==> src/rtl/ex_stage_pipe.sv <==
// ex_stage_pipe: registered ALU, SFU and BRU lanes carrying ROB tags to writeback.
// Define EX_SFU_DIV_EN to build the iterative divider and its FSM into the SFU lane.
module ex_stage_pipe #(
    parameter int XLEN  = 32,
    parameter int TAG_W = 6
) (
    input  logic             clk,
    input  logic             rst,
    input  logic             flush,
    input  logic             alu_valid_i,
    input  logic [XLEN-1:0]  alu_a,
    input  logic [XLEN-1:0]  alu_b,
    input  logic [2:0]       alu_ctrl,
    input  logic [TAG_W-1:0] alu_tag_i,
    output logic             alu_valid_o,
    output logic [XLEN-1:0]  alu_out,
    output logic             alu_ovf,
    output logic [TAG_W-1:0] alu_tag_o,
    input  logic             sfu_valid_i,
    output logic             sfu_ready_o,
    input  logic [XLEN-1:0]  sfu_a,
    input  logic [XLEN-1:0]  sfu_b,
    input  logic [1:0]       sfu_ctrl,
    input  logic [TAG_W-1:0] sfu_tag_i,
    output logic             sfu_valid_o,
    output logic [XLEN-1:0]  sfu_out,
    output logic [TAG_W-1:0] sfu_tag_o,
    input  logic             bru_valid_i,
    input  logic [XLEN-1:0]  bru_a,
    input  logic [XLEN-1:0]  bru_b,
    input  logic [XLEN-1:0]  bru_pc,
    input  logic [XLEN-1:0]  bru_imm,
    input  logic [2:0]       bru_ctrl,
    input  logic             pre_dir_i,
    input  logic [XLEN-1:0]  pre_addr_i,
    input  logic [TAG_W-1:0] bru_tag_i,
    output logic             bru_valid_o,
    output logic             pre_right_o,
    output logic             b_type_o,
    output logic             real_dir_o,
    output logic [XLEN-1:0]  addr_o,
    output logic [TAG_W-1:0] bru_tag_o
);

    localparam int SH_W = $clog2(XLEN);

    logic [XLEN-1:0] alu_res;
    logic            alu_v;

    always_comb begin
        alu_res = '0;
        alu_v   = 1'b0;
        unique case (alu_ctrl)
            3'b000: begin
                alu_res = alu_a + alu_b;
                alu_v   = (alu_a[XLEN-1] == alu_b[XLEN-1]) &&
                          (alu_res[XLEN-1] != alu_a[XLEN-1]);
            end
            3'b001: begin
                alu_res = alu_a - alu_b;
                alu_v   = (alu_a[XLEN-1] != alu_b[XLEN-1]) &&
                          (alu_res[XLEN-1] != alu_a[XLEN-1]);
            end
            3'b010: alu_res = alu_a & alu_b;
            3'b011: alu_res = alu_a | alu_b;
            3'b100: alu_res = alu_a ^ alu_b;
            3'b101: alu_res = {{(XLEN-1){1'b0}},
                               $signed(alu_a) < $signed(alu_b)};
            3'b110: alu_res = alu_a << alu_b[SH_W-1:0];
            3'b111: alu_res = alu_a >> alu_b[SH_W-1:0];
        endcase
    end

    always_ff @(posedge clk or posedge rst) begin
        if (rst) begin
            alu_valid_o <= 1'b0;
            alu_out     <= '0;
            alu_ovf     <= 1'b0;
            alu_tag_o   <= '0;
        end else begin
            alu_valid_o <= alu_valid_i && !flush;
            if (alu_valid_i && !flush) begin
                alu_out   <= alu_res;
                alu_ovf   <= alu_v;
                alu_tag_o <= alu_tag_i;
            end
        end
    end

    logic            br_dir;
    logic            br_btype;
    logic [XLEN-1:0] br_jalr;
    logic [XLEN-1:0] br_next;

    always_comb begin
        br_dir = 1'b1;
        unique case (bru_ctrl)
            3'b000:         br_dir = bru_a == bru_b;
            3'b001:         br_dir = bru_a != bru_b;
            3'b100:         br_dir = $signed(bru_a) < $signed(bru_b);
            3'b101:         br_dir = $signed(bru_a) >= $signed(bru_b);
            3'b110:         br_dir = bru_a < bru_b;
            3'b111:         br_dir = bru_a >= bru_b;
            3'b010, 3'b011: br_dir = 1'b1;
        endcase
    end

    assign br_btype = bru_ctrl[2:1] != 2'b01;
    assign br_jalr  = (bru_a + bru_imm) & ~XLEN'(1);
    assign br_next  = (bru_ctrl == 3'b011) ? br_jalr :
                      br_dir ? bru_pc + bru_imm : bru_pc + XLEN'(4);

    always_ff @(posedge clk or posedge rst) begin
        if (rst) begin
            bru_valid_o <= 1'b0;
            pre_right_o <= 1'b0;
            b_type_o    <= 1'b0;
            real_dir_o  <= 1'b0;
            addr_o      <= '0;
            bru_tag_o   <= '0;
        end else begin
            bru_valid_o <= bru_valid_i && !flush;
            if (bru_valid_i && !flush) begin
                pre_right_o <= (br_dir == pre_dir_i) &&
                               (!br_dir || br_next == pre_addr_i);
                b_type_o    <= br_btype;
                real_dir_o  <= br_dir;
                addr_o      <= br_next;
                bru_tag_o   <= bru_tag_i;
            end
        end
    end

    logic [2*XLEN-1:0] prod;
    logic [XLEN-1:0]   mul_res;

    assign prod    = {{XLEN{1'b0}}, sfu_a} * {{XLEN{1'b0}}, sfu_b};
    assign mul_res = sfu_ctrl[0] ? prod[2*XLEN-1:XLEN] : prod[XLEN-1:0];

`ifdef EX_SFU_DIV_EN
    localparam int CNT_W = $clog2(XLEN + 1);

    typedef enum logic [1:0] {
        S_IDLE,
        S_DIV,
        S_DONE
    } state_t;

    state_t          state;
    logic [CNT_W-1:0] cnt;
    logic [XLEN-1:0] dq;
    logic [XLEN-1:0] dr;
    logic [XLEN-1:0] dd;
    logic            want_rem;
    logic [XLEN:0]   div_try;
    logic [XLEN:0]   div_diff;
    logic            div_ge;

    // One restoring step: shift the next dividend bit into the remainder.
    assign div_try  = {dr, dq[XLEN-1]};
    assign div_diff = div_try - {1'b0, dd};
    assign div_ge   = div_try >= {1'b0, dd};

    assign sfu_ready_o = state != S_DIV;

    always_ff @(posedge clk or posedge rst) begin
        if (rst) begin
            state       <= S_IDLE;
            cnt         <= '0;
            dq          <= '0;
            dr          <= '0;
            dd          <= '0;
            want_rem    <= 1'b0;
            sfu_valid_o <= 1'b0;
            sfu_out     <= '0;
            sfu_tag_o   <= '0;
        end else if (flush) begin
            state       <= S_IDLE;
            sfu_valid_o <= 1'b0;
        end else begin
            unique case (state)
                S_IDLE, S_DONE: begin
                    state       <= S_IDLE;
                    sfu_valid_o <= 1'b0;
                    if (sfu_valid_i && !sfu_ctrl[1]) begin
                        sfu_valid_o <= 1'b1;
                        sfu_out     <= mul_res;
                        sfu_tag_o   <= sfu_tag_i;
                    end else if (sfu_valid_i) begin
                        state     <= S_DIV;
                        cnt       <= CNT_W'(XLEN);
                        dq        <= sfu_a;
                        dr        <= '0;
                        dd        <= sfu_b;
                        want_rem  <= sfu_ctrl[0];
                        sfu_tag_o <= sfu_tag_i;
                    end
                end
                S_DIV: begin
                    if (cnt == '0) begin
                        state       <= S_DONE;
                        sfu_valid_o <= 1'b1;
                        sfu_out     <= want_rem ? dr : dq;
                    end else begin
                        cnt <= cnt - CNT_W'(1);
                        dq  <= {dq[XLEN-2:0], div_ge};
                        dr  <= div_ge ? div_diff[XLEN-1:0]
                                      : div_try[XLEN-1:0];
                    end
                end
                default: state <= S_IDLE;
            endcase
        end
    end
`else
    assign sfu_ready_o = 1'b1;

    always_ff @(posedge clk or posedge rst) begin
        if (rst) begin
            sfu_valid_o <= 1'b0;
            sfu_out     <= '0;
            sfu_tag_o   <= '0;
        end else begin
            sfu_valid_o <= sfu_valid_i && !flush;
            if (sfu_valid_i && !flush) begin
                sfu_out   <= sfu_ctrl[1] ? '0 : mul_res;
                sfu_tag_o <= sfu_tag_i;
            end
        end
    end
`endif

endmodule

==> config.mk <==
export PLATFORM = sky130hd
export DESIGN_NAME = ex_stage_pipe
export DESIGN_NICKNAME = d
export VERILOG_FILES = /design/src/rtl/ex_stage_pipe.sv
export SDC_FILE = /design/constraint.sdc
export NUM_CORES = 2
export LEC_CHECK = 0
export CORE_MARGIN = 2
export CORE_UTILIZATION = 56
export DETAILED_ROUTE_END_ITERATION = 8
export PLACE_DENSITY = 0.87
export SYNTH_ARGS = -nofsm -noshare
export SYNTH_HDL_FRONTEND = slang
export SYNTH_SLANG_ARGS = --single-unit
==> constraint.sdc <==
create_clock -name clk -period 4.8 [get_ports clk]
set_clock_uncertainty 0.05 [all_clocks]
set_input_delay 1.44 -clock clk [delete_from_list [all_inputs] [get_ports clk]]
set_output_delay 1.44 -clock clk [all_outputs]
set_load 0.01 [all_outputs]
==> results of run 1 <==
## Yosys cell counts (8+ instances only)
cell and n:
inv_1 1026, fa_1 900, nand2_1 796, and2_1 587, ha_1 454, clkbuf_1 308, nor2_1 260, o21ai_0 255
a21oi_1 252, dfrtp_1 121, xnor2_1 100, a21o_1 91, mux2i_1 88, xor2_1 72, nand3_1 55, nor3_1 50
nand4_1 38, o22ai_1 38, and3_1 36, a211oi_1 34, a22oi_1 32, o21bai_1 31, a31oi_1 30, nand2b_1 26
o211ai_1 26, o21a_1 24, a221oi_1 23, nor2b_1 21, o31ai_1 20, buf_1 19, o221ai_1 15, or3_1 15
a211o_1 14, o2111ai_1 13, or2_2 13, a31o_2 11, nor4_1 11, a2111oi_0 9, a21boi_0 8, a41oi_1 8
o32a_1 8
## per-stage QoR
stage	util, %	setup slack (ns)	instance area, um^2	instances	hold slack [ns]
after floorplan	-	-3.98	51400	6089	0.457
after global placement	71.5	-4.71	64300	8438	0.401
after detailed placement	71.5	-4.94	64300	8438	0.409
after CTS	75.7	-4.07	68000	8594	0.426
## layer usage
metal | track usage [%] | GRT overflow
met1 | 63.9 | 1
met2 | 77.7 | 4
met3 | 45.2 | 0
met4 | 54.3 | 5
met5 | 26.8 | 0
## logic make-up after synthesis
family	count (synthesis)	share of synthesized area (%)
simple gates	1947	18.8
buf+inv	1362	10.1
fa+ha+maj	1354	46.8
compound gates	1036	13.4
xor+xnor	172	2.97
flops	121	5.98
mux	96	1.97
other cells	1	0.00740
## what timing repair did
item                                    CTS
endpoints found under the setup margin   50
resized for setup                       868
pin swaps                               361
setup buffers                           108
cloned                                   27
==> results.cfg, run 1 <==
[global_route]
first_global_vias = 64402
grt_first_pass_wirelength_mm = 417
track_usage_pct = 61.4
grt-ovfl-total = 10
grt_start_max_net_pins = 92

[die]
die_h_um = 305
initial_core_util_pct = 56.4
num_rows = 110
die_x_um = 305
io_pins = 443

[synthesis]
avgSynthCellArea_um2 = 8.32
ys_seq_area_share_pct = 5.98
synth_area_um2 = 50700
yosysUniqueCellTypes = 98
synth_edf_count = 0
synth_ff_type = dfrtp_1
synth_warnings = 0
async_reset_ff_share_pct = 100
synth_top_cells_by_area = fa_1 36%, ha_1 11%, inv_1 7.6%
synth_top_area_share_pct = 35.6
syn_nets = 7764
synth_largest_area_cell = fa_1
synth_cells = 6089
synth_seq_cells = 121

[clock_tree]
clock_path_buffers = 2
ctsHtreeMaxLevel = 4
ctsRootBufferMaster = clkbuf_16
cts_buffers = 17
numClockSinks = 121
cts_hold_buf = 0

[place]
hpwl_mm = 167
portBuffers = 441
gp_congestion = 1.10

[run_status]
status = did not finish
error = [ERROR GRT-0116] Global routing finished with congestion. Check the congestion regions in the DRC Viewer.
lastStage = 5_1_grt
==> inputs of run 2 (changes only) <==
--- a/config.mk
+++ b/config.mk
@@ -6,9 +6,9 @@
 export NUM_CORES = 2
 export LEC_CHECK = 0
 export CORE_MARGIN = 2
-export CORE_UTILIZATION = 56
+export CORE_UTILIZATION = 40
 export DETAILED_ROUTE_END_ITERATION = 8
-export PLACE_DENSITY = 0.87
+export PLACE_DENSITY_LB_ADDON = 0.15
 export SYNTH_ARGS = -nofsm -noshare
 export SYNTH_HDL_FRONTEND = slang
 export SYNTH_SLANG_ARGS = --single-unit
==> constraint.sdc (replaced) <==
create_clock -name clk -period 6.24 [get_ports clk]
set_clock_uncertainty 0.05 [all_clocks]
set_input_delay 1.872 -clock clk [delete_from_list [all_inputs] [get_ports clk]]
set_output_delay 1.872 -clock clk [all_outputs]
set_load 0.01 [all_outputs]
==> results.cfg, run 2 <==
[synthesis]
synthTopCellsByCount = 1,026 x inv_1, 900 x fa_1, 796 x nand2_1
synth_seq_cells = 121
yosysUniqueCellTypes = 98
ys_seq_area_share_pct = 5.98
synth_largest_area_cell = fa_1
async_reset_ff_share_pct = 100
synth_top_area_share_pct = 35.6
synth_ff_type = dfrtp_1
avgSynthCellArea_um2 = 8.32
synth_warnings = 0
syn_nets = 7764
synth_cells = 6089
synth_area_um2 = 50700
yosysMostFrequentCell = inv_1
synth_edf_count = 0
synth_top_cells_by_area = fa_1 36%, ha_1 11%, inv_1 7.6%

[setup_path]
cp_data_required_time_ns = 6.55
cp_max_fo = 6
end_kind = flip-flop
critPathLaunchType = input pin
cp_slowest_cell = fa_2
cp_slowest_stage_delay_ns = 0.61
reg2reg_slack_ns = 5.21
cp.arrival_ns = 9.41
worst-path-buf-inv = 8
cp_top_family = adder cells
criticalPathCategory = input pin to flip-flop
cpMostUsedCell = fa_1

[final_layout]
reg_top3 = addr_o: 32 flops, alu_out: 32 flops, sfu_out: 32 flops
syn_to_final_growth_pct = 28.3
fillers = 11905
final_cell_mix = 989 x inv_1, 833 x fa_1, 779 x nand2_1, 629 x buf_4, 546 x and2_1
final_net_count = 8665
seqCellArea_um2 = 3030
layout_commonest_cell = inv_1
drive_above_1_share_pct = 17.0
multiInputGateArea_um2 = 43900
finalCoreUtilization_pct = 51.7

[clock_tree]
cts_buffers = 17
clk_latency_ns = 0.50
ctsHtreeMaxLevel = 4
numClockSinks = 121
cts_hold_buf = 0
clk_pin_slew_ns = 0.07
clock_path_buffers = 2
ctsRootBufferMaster = clkbuf_16
cts_tree = built

[route]
drt-met1-wl_mm = 81.5
postRouteAntennaNets = 0
first_pass_iters = 5
drt_iter0_drc = 3426
viasPerCell = 5.40
dr.max_layer_used = met5
dr_wl_met2_mm = 94.6
drc = 0
totalWireLength_mm = 194
vias = 46726
wire_per_inst_um = 22.4
wl_met3_mm = 10.8

[run_status]
status = complete, but fails checks
violations = setup timing

[timing]
layout_setup_ws_ns = -2.86
period_share_pct = 146
finalCriticalPeriod_ns = 9.10
relSlewSlack_pct = 39.5
report.final.slew_viol_count = 0
fmax_mhz = 110
rsz0062_at_grt = true
tns_ns = -83.19
setup-violations-final = 32
tightestPinTransition_ns = 0.905
finalHoldViolations = 0

[die]
num_rows = 130
dieArea_um2 = 130000
initial_core_util_pct = 40.3
io_pins = 443
die_x_um = 360
die_h_um = 360
core_um2 = 126000

[global_route]
track_usage_pct = 29.9
antenna_found_initial = 3
grt-ovfl-total = 0
grt_first_pass_wirelength_mm = 299
first_global_vias = 49479
grt_start_max_net_pins = 92

[worst_hold_path]
min_path_type = flip-flop to flip-flop

[place]
hpwl_mm = 160
gp_congestion = 0.982
portBuffers = 441

[run]
maxCapViolCount = 0
## run 2: tightest hold or removal path, cell delays in order, from the launching register on
cell     delay, ns
dfrtp_1       0.34
nand2_1       0.05
nand2_1       0.06
## run 2: logic make-up (layout without fill, tap and decap cells)
logic type | Yosys count | after routing | synth area share, %
flip-flops | 121 | 121 | 5.98
buffers and inverters | 1362 | 2276 | 10.1
multiplexers | 96 | 96 | 1.97
AND/OR/NAND/NOR | 1947 | 1947 | 18.8
AO/OA/AOI/OAI | 1036 | 1036 | 13.4
other | 1 | 3 | 0.00740
XOR/XNOR | 172 | 172 | 2.97
adder cells (fa/ha/maj) | 1354 | 1354 | 46.8
## run 2: layer usage
layer  vias to the layer above  GRT usage [%]
met5                         -              0
met4                         2           9.53
met3                       281           3.07
met2                      1562           51.6
met1                     23709           39.3
li1                      21172              -
## run 2: cell type report
cell class	count	area share, %
multi-input cells	4606	67.5
repair buffers	1215	17.8
inverters	1029	5.95
flip-flops and latches	121	4.66
well taps	1650	3.18
clock buffers	18	0.676
clock inverters	14	0.285
diodes	2	0.00770
## run 2: timing repair
action	4_1_cts	5_1_grt
pin swaps	179	170
buffers inserted	81	28
endpoints found under the setup margin	32	37
cloned	18	4
gates resized for setup	381	251
## run 2: worst paths after layout
path                                          startpoint                        to  depth (start not counted)
worst max-delay path                            sfu_b[8]   sfu_out[30]$_DFFE_PP0P_                         30
worst min-delay path            sfu_tag_o[4]$_DFFE_PP0P_  sfu_tag_o[4]$_DFFE_PP0P_                          2
worst max register to register    sfu_out[8]$_DFFE_PP0P_    sfu_out[8]$_DFFE_PP0P_                          2
worst min register to register  sfu_tag_o[4]$_DFFE_PP0P_  sfu_tag_o[4]$_DFFE_PP0P_                          2
max in group asynchronous                            rst    sfu_out[1]$_DFFE_PP0P_                          3
min in group asynchronous                            rst  alu_tag_o[2]$_DFFE_PP0P_                          2
## run 2: through the flow
stage / area (um^2) / hold slack [ns] / setup slack [ns] / instances
floorplan: 51100 / 0.457 / -2.97 / 6089
global placement: 61800 / 0.404 / -3.86 / 8514
detailed placement: 61800 / 0.414 / -3.92 / 8514
CTS: 64200 / 0.429 / -2.92 / 8641
global route: 65000 / 0.450 / -3.08 / 8655
finish: 65000 / 0.424 / -2.86 / 8655
Power of run 2 is not shown: default switching activity piles up to over one toggle a cycle in this logic, so the estimate is an artifact.
